$ cat config.mk
export PLATFORM = sky130hd
export DESIGN_NAME = config_frame_loader
export DESIGN_NICKNAME = d
export VERILOG_FILES = /design/src/rtl/cfg_loader_pkg.sv /design/src/rtl/config_frame_loader.sv
export SDC_FILE = /design/constraint.sdc
export NUM_CORES = 1
export LEC_CHECK = 0
export ABC_AREA = 1
export BUFFER_PORTS_ARGS = -buffer_cell sky130_fd_sc_hd__buf_2
export CAP_MARGIN = 10
export CORE_MARGIN = 5
export CORE_UTILIZATION = 58
export DETAILED_ROUTE_END_ITERATION = 8
export GPL_ROUTABILITY_DRIVEN = 1
export MAX_ROUTING_LAYER = met4
export PLACE_DENSITY = 0.85
export SLEW_MARGIN = 10
export SYNTH_ARGS = -nofsm -noshare
export SYNTH_HDL_FRONTEND = slang
export SYNTH_SLANG_ARGS = --single-unit
$ cat constraint.sdc
create_clock -name CLK -period 7.5 [get_ports CLK]
set_clock_uncertainty 0.2 [all_clocks]
set_input_delay 0.75 -clock CLK [delete_from_list [all_inputs] [get_ports CLK]]
set_output_delay 0.75 -clock CLK [all_outputs]
set_load 0.02 [all_outputs]
$ cat src/rtl/cfg_loader_pkg.sv
// Shared types and header layout for the configuration frame loader.
package cfg_loader_pkg;

    typedef enum logic [1:0] {
        IDLE   = 2'd0,
        DATA   = 2'd1,
        STROBE = 2'd2,
        HOLD   = 2'd3
    } state_t;

    localparam logic [7:0] MARKER = 8'hC5;

    // Header word layout: [31:24] marker, [12:8] frame index, [7:0] column index.
    localparam int MARKER_MSB = 31;
    localparam int MARKER_LSB = 24;
    localparam int FIDX_MSB   = 12;
    localparam int FIDX_LSB   = 8;
    localparam int CIDX_MSB   = 7;
    localparam int CIDX_LSB   = 0;

    localparam int FIDX_W = FIDX_MSB - FIDX_LSB + 1;
    localparam int CIDX_W = CIDX_MSB - CIDX_LSB + 1;

endpackage

$ cat src/rtl/config_frame_loader.sv
// Loads one header plus NUM_ROWS data words into FrameData, then fires one frame strobe.
// Optional frame counter port frames_done is enabled by defining CFG_LOADER_STATS_EN.
module config_frame_loader
    import cfg_loader_pkg::*;
#(
    parameter int FRAME_BITS_PER_ROW = 32,
    parameter int MAX_FRAMES_PER_COL = 20,
    parameter int NUM_ROWS           = 4,
    parameter int NUM_COLS           = 4
) (
    input  logic                                   CLK,
    input  logic                                   resetn,
    // s_data is taken on a rising edge where s_valid and s_ready are both 1;
    // s_ready depends only on the current state, never on s_valid.
    input  logic [31:0]                            s_data,
    input  logic                                   s_valid,
    output logic                                   s_ready,
    output logic [NUM_ROWS*FRAME_BITS_PER_ROW-1:0] FrameData,
    output logic [NUM_COLS*MAX_FRAMES_PER_COL-1:0] FrameStrobe,
    output logic                                   busy,
    output logic                                   frame_done,
    output logic                                   err,
    input  logic                                   err_clr
`ifdef CFG_LOADER_STATS_EN
    ,
    output logic [15:0]                            frames_done
`endif
);

    localparam int ROW_W    = (NUM_ROWS > 1) ? $clog2(NUM_ROWS) : 1;
    localparam int STROBE_W = NUM_COLS * MAX_FRAMES_PER_COL;

    state_t              state;
    state_t              state_next;
    logic [ROW_W-1:0]    row_q;
    logic [FIDX_W-1:0]   frame_q;
    logic [CIDX_W-1:0]   col_q;
    logic [7:0]          hdr_marker;
    logic [FIDX_W-1:0]   hdr_frame;
    logic [CIDX_W-1:0]   hdr_col;
    logic                accept;
    logic                hdr_ok;
    logic                last_row;
    logic                load_done;
    logic [STROBE_W-1:0] strobe_next;
    int                  strobe_idx;

    assign s_ready    = (state == IDLE) || (state == DATA);
    assign busy       = (state != IDLE);
    assign frame_done = (state == HOLD);
    assign accept     = s_valid && s_ready;

    assign hdr_marker = s_data[MARKER_MSB:MARKER_LSB];
    assign hdr_frame  = s_data[FIDX_MSB:FIDX_LSB];
    assign hdr_col    = s_data[CIDX_MSB:CIDX_LSB];
    assign hdr_ok     = (hdr_marker == MARKER)
                     && (int'(hdr_frame) < MAX_FRAMES_PER_COL)
                     && (int'(hdr_col) < NUM_COLS);

    assign last_row  = (int'(row_q) == NUM_ROWS - 1);
    assign load_done = (state == DATA) && accept && last_row;

    always_ff @(posedge CLK or negedge resetn) begin
        if (!resetn) begin
            state <= IDLE;
        end else begin
            state <= state_next;
        end
    end

    always_comb begin
        state_next = state;
        case (state)
            IDLE:    if (accept && hdr_ok) state_next = DATA;
            DATA:    if (load_done)        state_next = STROBE;
            STROBE:                        state_next = HOLD;
            HOLD:                          state_next = IDLE;
            default:                       state_next = IDLE;
        endcase
    end

    // Strobe is decoded while the last row is accepted so the register holds it during STROBE.
    always_comb begin
        strobe_next = '0;
        strobe_idx  = int'(col_q) * MAX_FRAMES_PER_COL + int'(frame_q);
        if (load_done) begin
            for (int i = 0; i < STROBE_W; i++) begin
                strobe_next[i] = (i == strobe_idx);
            end
        end
    end

    always_ff @(posedge CLK or negedge resetn) begin
        if (!resetn) begin
            FrameData   <= '0;
            FrameStrobe <= '0;
            row_q       <= '0;
            frame_q     <= '0;
            col_q       <= '0;
            err         <= 1'b0;
        end else begin
            FrameStrobe <= strobe_next;
            if (err_clr) begin
                err <= 1'b0;
            end
            // A new header error wins over a simultaneous clear.
            if (state == IDLE && accept) begin
                if (hdr_ok) begin
                    frame_q <= hdr_frame;
                    col_q   <= hdr_col;
                    row_q   <= '0;
                end else begin
                    err <= 1'b1;
                end
            end
            if (state == DATA && accept) begin
                FrameData[int'(row_q)*FRAME_BITS_PER_ROW +: FRAME_BITS_PER_ROW]
                    <= FRAME_BITS_PER_ROW'(s_data);
                if (!last_row) begin
                    row_q <= row_q + ROW_W'(1);
                end
            end
        end
    end

`ifdef CFG_LOADER_STATS_EN
    always_ff @(posedge CLK or negedge resetn) begin
        if (!resetn) begin
            frames_done <= 16'd0;
        end else if (state == HOLD) begin
            frames_done <= frames_done + 16'd1;
        end
    end
`endif

endmodule
Yosys cells after proc, flatten, opt, wreduce, memory -nomap -nowiden
Cells that the tools add are included.
{"block": "classes", "add_sub_neg": 3, "n_mul": 1, "n_div": 0, "n_lt_le_gt_ge": 2, "n_eq_ne": 86, "shifts": 2, "mux": 12, "n_bitwise": 0, "n_reduce_logical": 13}
{"operator": "6-bit by 14-bit equality test with 1-bit output, first input constant", "count": 32}
{"operator": "5-bit by 14-bit equality test with 1-bit output, first input constant", "count": 16}
{"operator": "7-bit by 14-bit equality test with 1-bit output, first input constant", "count": 16}
{"operator": "128-bit bitwise mux", "count": 1}
{"operator": "32-bit by 33-bit variable shift with 128-bit output, first input constant", "count": 1}
{"operator": "32-bit by 33-bit indexed part select with 128-bit output", "count": 1}
{"operator": "4-bit by 14-bit equality test with 1-bit output, first input constant", "count": 8}
{"operator": "80-bit two-way mux", "count": 1}
{"operator": "3-bit by 14-bit equality test with 1-bit output, first input constant", "count": 4}
{"operator": "7-bit negation with 33-bit output", "count": 1}
{"operator": "32-bit zero test", "count": 1}
{"operator": "2-bit by 14-bit equality test with 1-bit output, first input constant", "count": 2}
{"operator": "13-bit by 5-bit adder with 14-bit output", "count": 1}
{"operator": "1-bit by 14-bit equality test with 1-bit output, first input constant", "count": 1}
{"operator": "2-bit two-way mux", "count": 6}
{"operator": "8-bit by 3-bit multiplier with 11-bit output, second input constant", "count": 1}
{"operator": "8-bit equality test, second input constant", "count": 1}
{"operator": "8-bit by 3-bit less-than comparator with 1-bit output, second input constant", "count": 1}
{"operator": "2-bit case mux with 4 select lines", "count": 1}
{"operator": "1-bit logical AND", "count": 7}
{"operator": "5-bit less-than comparator, second input constant", "count": 1}
{"operator": "2-bit by 1-bit equality test with 1-bit output, second input constant", "count": 2}
{"operator": "2-bit equality test, second input constant", "count": 2}
{"operator": "2-bit AND reduction", "count": 2}
{"operator": "other kinds (7)", "count": 9}
{"block": "totals", "reg_bits": 226, "latchBits": 0, "ramBits": 0, "mem_bits_ro": 0, "out_inout_bits": 212, "mem_count": 0}

Logic depth before layout (Yosys ltp)
{"block": "depth", "ltp_word": 7, "mapped_depth": 15}

Worst setup path before layout
No wires, ideal clock.
{"block": "synth_timing", "path_kind": "register -> register", "start": "register row_q[0]", "end": "register FrameData[10]", "arrival_time_ps": 2340, "required_time_ps": 7217, "path_slack_ps": 4878, "stages_incl_launch_ff": 10, "period_less_slack_ps": 2622, "cell_sequence": "dfrtp_1 -> buf_2 -> inv_1 -> clkbuf_1 -> clkbuf_1 -> ha_1 -> nor2_1 -> buf_2 -> nand3_1 -> o21ai_0"}
{"block": "synth_between", "elab_chain_cells": 3, "elab_cells_between_ends": 4, "classes_between": "add/sub (1); shift (2); mux (1)"}
{"item": "from (decl)", "line": "config_frame_loader.sv:35", "source": "logic [ROW_W-1:0] row_q;"}
{"item": "from (signal assigned)", "line": "config_frame_loader.sv:120", "source": "row_q <= row_q + ROW_W'(1);"}
{"item": "7-bit negation with 33-bit output *", "line": "config_frame_loader.sv:117", "source": "FrameData[int'(row_q)*FRAME_BITS_PER_ROW +: FRAME_BITS_PER_ROW]"}
{"item": "32-bit by 33-bit indexed part select with 128-bit output or 32-bit by 33-bit variable shift with 128-bit output (tied branches)", "line": "config_frame_loader.sv:117"}
{"item": "128-bit bitwise mux *", "line": "config_frame_loader.sv:117"}
{"item": "to (signal assigned)", "line": "config_frame_loader.sv:95", "source": "FrameData <= '0;"}
{"item": "to (decl)", "line": "config_frame_loader.sv:18", "source": "output logic [NUM_ROWS*FRAME_BITS_PER_ROW-1:0] FrameData,"}
Every way passes the cells marked *; elsewhere a longest branch is shown, timed or not.
A chain may end at the register's enable or synchronous reset.

Worst setup path after layout
{"block": "layout_timing", "start": "register row_q[0]", "end": "register FrameStrobe[53]"}
{"block": "layout_between", "elab_chain_cells": 3}
{"item": "2-bit by 1-bit equality test with 1-bit output", "line": "config_frame_loader.sv:60", "source": "assign last_row = (int'(row_q) == NUM_ROWS - 1);"}
{"item": "1-bit logical AND", "line": "config_frame_loader.sv:61", "source": "assign load_done = (state == DATA) && accept && last_row;"}
{"item": "80-bit two-way mux", "line": "config_frame_loader.sv:86", "source": "if (load_done) begin"}
{"item": "via strobe_next[53]", "line": "config_frame_loader.sv:45", "source": "logic [STROBE_W-1:0] strobe_next;"}
{"item": "to (signal assigned)", "line": "config_frame_loader.sv:102", "source": "FrameStrobe <= strobe_next;"}
{"item": "to (decl)", "line": "config_frame_loader.sv:19", "source": "output logic [NUM_COLS*MAX_FRAMES_PER_COL-1:0] FrameStrobe,"}
The timed path passes the listed nets, and every way through them passes these cells.

==> run summary <==
Post-route DRC: 0
critical path type: reg2reg
share of cells above drive strength 1: 0.240
final hold vios: 0
Hold Path Class: in2async
worst r2r dst: FrameStrobe[53]$_DFF_PN0_
most frequent cells in the layout: 246 x buf_2, 226 x dfrtp_1, 189 x nand2_1
multiplexer share of the synthesized area: 0
sequential area share after synthesis: 0.565
Syn Nets: 1169
Die X: 141 um
worst r2r src: row_q[0]$_DFF_PN0_
Post-Synthesis Cells: 1107
post-route insts no fill: 1552
Multi-input gate area: 3690 um^2
Synth Area in Compound Gates: 0.0885
cell depth of the worst flop-to-flop path: 8
CTS resizes: 0
global route overflow: 0
Rel. slew slack: 0.210
post-CTS setup buffers: 0
Initial Util: 0.585
Setup Viol. Count Final: 0
Fillers: 1316
flops & latches, synth: 226
Clock Sinks: 226
Root Driver: clkbuf_16
crit path capture type: register
final slew viol count: 0
final wirelength: 29200 um
simple logic cell fraction of the synthesized area: 0.240
Ys Warns: 0
Layout area overhead: 19.6%
Crit. Startpoint: row_q[0]$_DFF_PN0_
Nets: 1373
CP required: 7.72 ns
mapped cell area: 10000 um^2
Via density: 5.86
startpoint types: register
Hold-fix buffers, CTS: 0
Final min period: 3.73 ns
vias: 9088
Power per Cell Area: 332 nW/um^2
leading cell type in the layout, fill and taps excluded: buf_2
Final period util: 0.497
arrival time at the worst endpoint: 3.95 ns
Peak VDD IR: 0.000272 V
placed instance count: 1510
status: finished clean
maxcap violations: 0
CORE AREA: 17100 um^2
DIE AREA: 20000 um^2
first-pass GRT wire length: 47100 um
FF+latch area: 5660 um^2
Tightest Pin Transition: 1.18 ns
clock buffer depth: 3
pin count of the biggest net entering global routing: 102
Clock Pin Slew Worst Setup and Hold Paths: 0.07 ns
Cell variety after synth: 31
Pleak: 0.00684 uW
unrepaired setup endpoints after global routing: false
worst skew pair latency: 0.51 ns
std cell rows: 48
Avg WL per Cell: 18.8 um
max frequency: 268 MHz
drt first pass iters: 6
antenna violations before repair: 0
Synth Area in Adders: 0.0340
Mean Syn Cell Area: 9.05 um^2
Ports: 248
All-Layer GR Usage: 0.297
FF-to-FF setup slack: 3.77 ns
setup_tns: 0 ns
worst-path fanout max: 34
routability cong.: 0.866
diode count: 0
H-tree lvl count: 1
Synth Area in XOR/XNOR: 0.00337
hpwl dp: 20000 um
Die Ht: 141 um
CTS tree: yes
vias in the first global route: 8835
DR iter-0 viols: 1055
Routed Antenna Nets: 0
IO buf count: 247
largest family of logic cells by synthesized area: simple AND/OR/NAND/NOR gates
TritonCTS Buffers: 23
how the worst max path moves through the flow:
| stage | cells past startpoint | end |
|---|---|---|
| 2_1_floorplan | 9 | FrameData[10]$_DFFE_PN0P_ |
| 3_3_place_gp | 7 | FrameStrobe[14]$_DFF_PN0_ |
| 3_5_place_dp | 6 | FrameData[81]$_DFFE_PN0P_ |
| 4_1_cts | 7 | FrameStrobe[53]$_DFF_PN0_ |
| 5_1_grt | 8 | FrameStrobe[53]$_DFF_PN0_ |
| 6_report | 8 | FrameStrobe[53]$_DFF_PN0_ |
final cells by class:
cell class,count,share of cell area
clock buffers,30,0.0527
inverters,74,0.0232
repair buffers,259,0.113
well taps,225,0.0235
multi-input cells,727,0.308
clock inverters,11,0.00731
flip-flops and latches,226,0.472
synth_stat cells, drive strengths merged:
cell | count | area share
dfrtp | 226 | 0.56
nand2 | 195 | 0.074
o21ai | 150 | 0.075
nor2 | 128 | 0.051
nand3 | 109 | 0.054
nand4 | 87 | 0.054
inv | 74 | 0.028
buf | 42 | 0.027
clkbuf | 38 | 0.014
ha | 24 | 0.030
o31ai | 13 | 0.0097
a21oi | 4 | 0.0024
nor3 | 4 | 0.0025
nand3b | 3 | 0.0022
fa | 2 | 0.0040
or2 | 2 | 0.0012
xnor2 | 2 | 0.0017
a21o | 1 | 0.00075
and2 | 1 | 0.00063
o22ai | 1 | 0.00063
xor2 | 1 | 0.0016
flip-flops by register name (all words and copies together), names as in the netlist:
register     cells
col_q            8
FrameData      128
FrameStrobe     80
frame_q          5
err              1
state            2
row_q            2
logic make-up after synthesis:
kind of cell             Yosys count
buffers and inverters            154
XOR/XNOR                           3
AO/OA/AOI/OAI                    169
flip-flops                       226
AND/OR/NAND/NOR                  529
adder cells (fa/ha/maj)           26
metrics by stage:
step	hold slack (ns)	worst slack, ns	total power, uW	instance area [um^2]	utilization
floorplan	0.254	4.88	2380	10000	-
global route	0.174	3.50	4180	12000	0.700
finish	0.107	3.77	3980	12000	0.700
global placement	0.261	3.78	2830	11200	0.656
CTS	0.131	3.56	3960	12000	0.698
detailed placement	0.263	3.63	2860	11200	0.656
where the power goes:
group          internal, uW  switching (uW)  total [uW]
clock                   630             463        1090
sequential             1430             150        1580
combinational           340             966        1310
critical path, cell delays in order, from the launching register on:
cell     delay (ns)
dfrtp_1        0.79
buf_16         0.23
ha_1           0.18
inv_1          0.42
nor2_2         0.69
nand3_1        0.26
nor2_1         0.49
nand4_1        0.20
nor2_1         0.17
layer usage:
layer  wire (um)  track usage  up-vias
met3        3120       0.0590       66
li1            -            -     4113
met5           0            -        -
met1       11100        0.393     4343
met4         754       0.0859        0
met2       14200        0.474      566
Power figures use the tool's default switching activity.
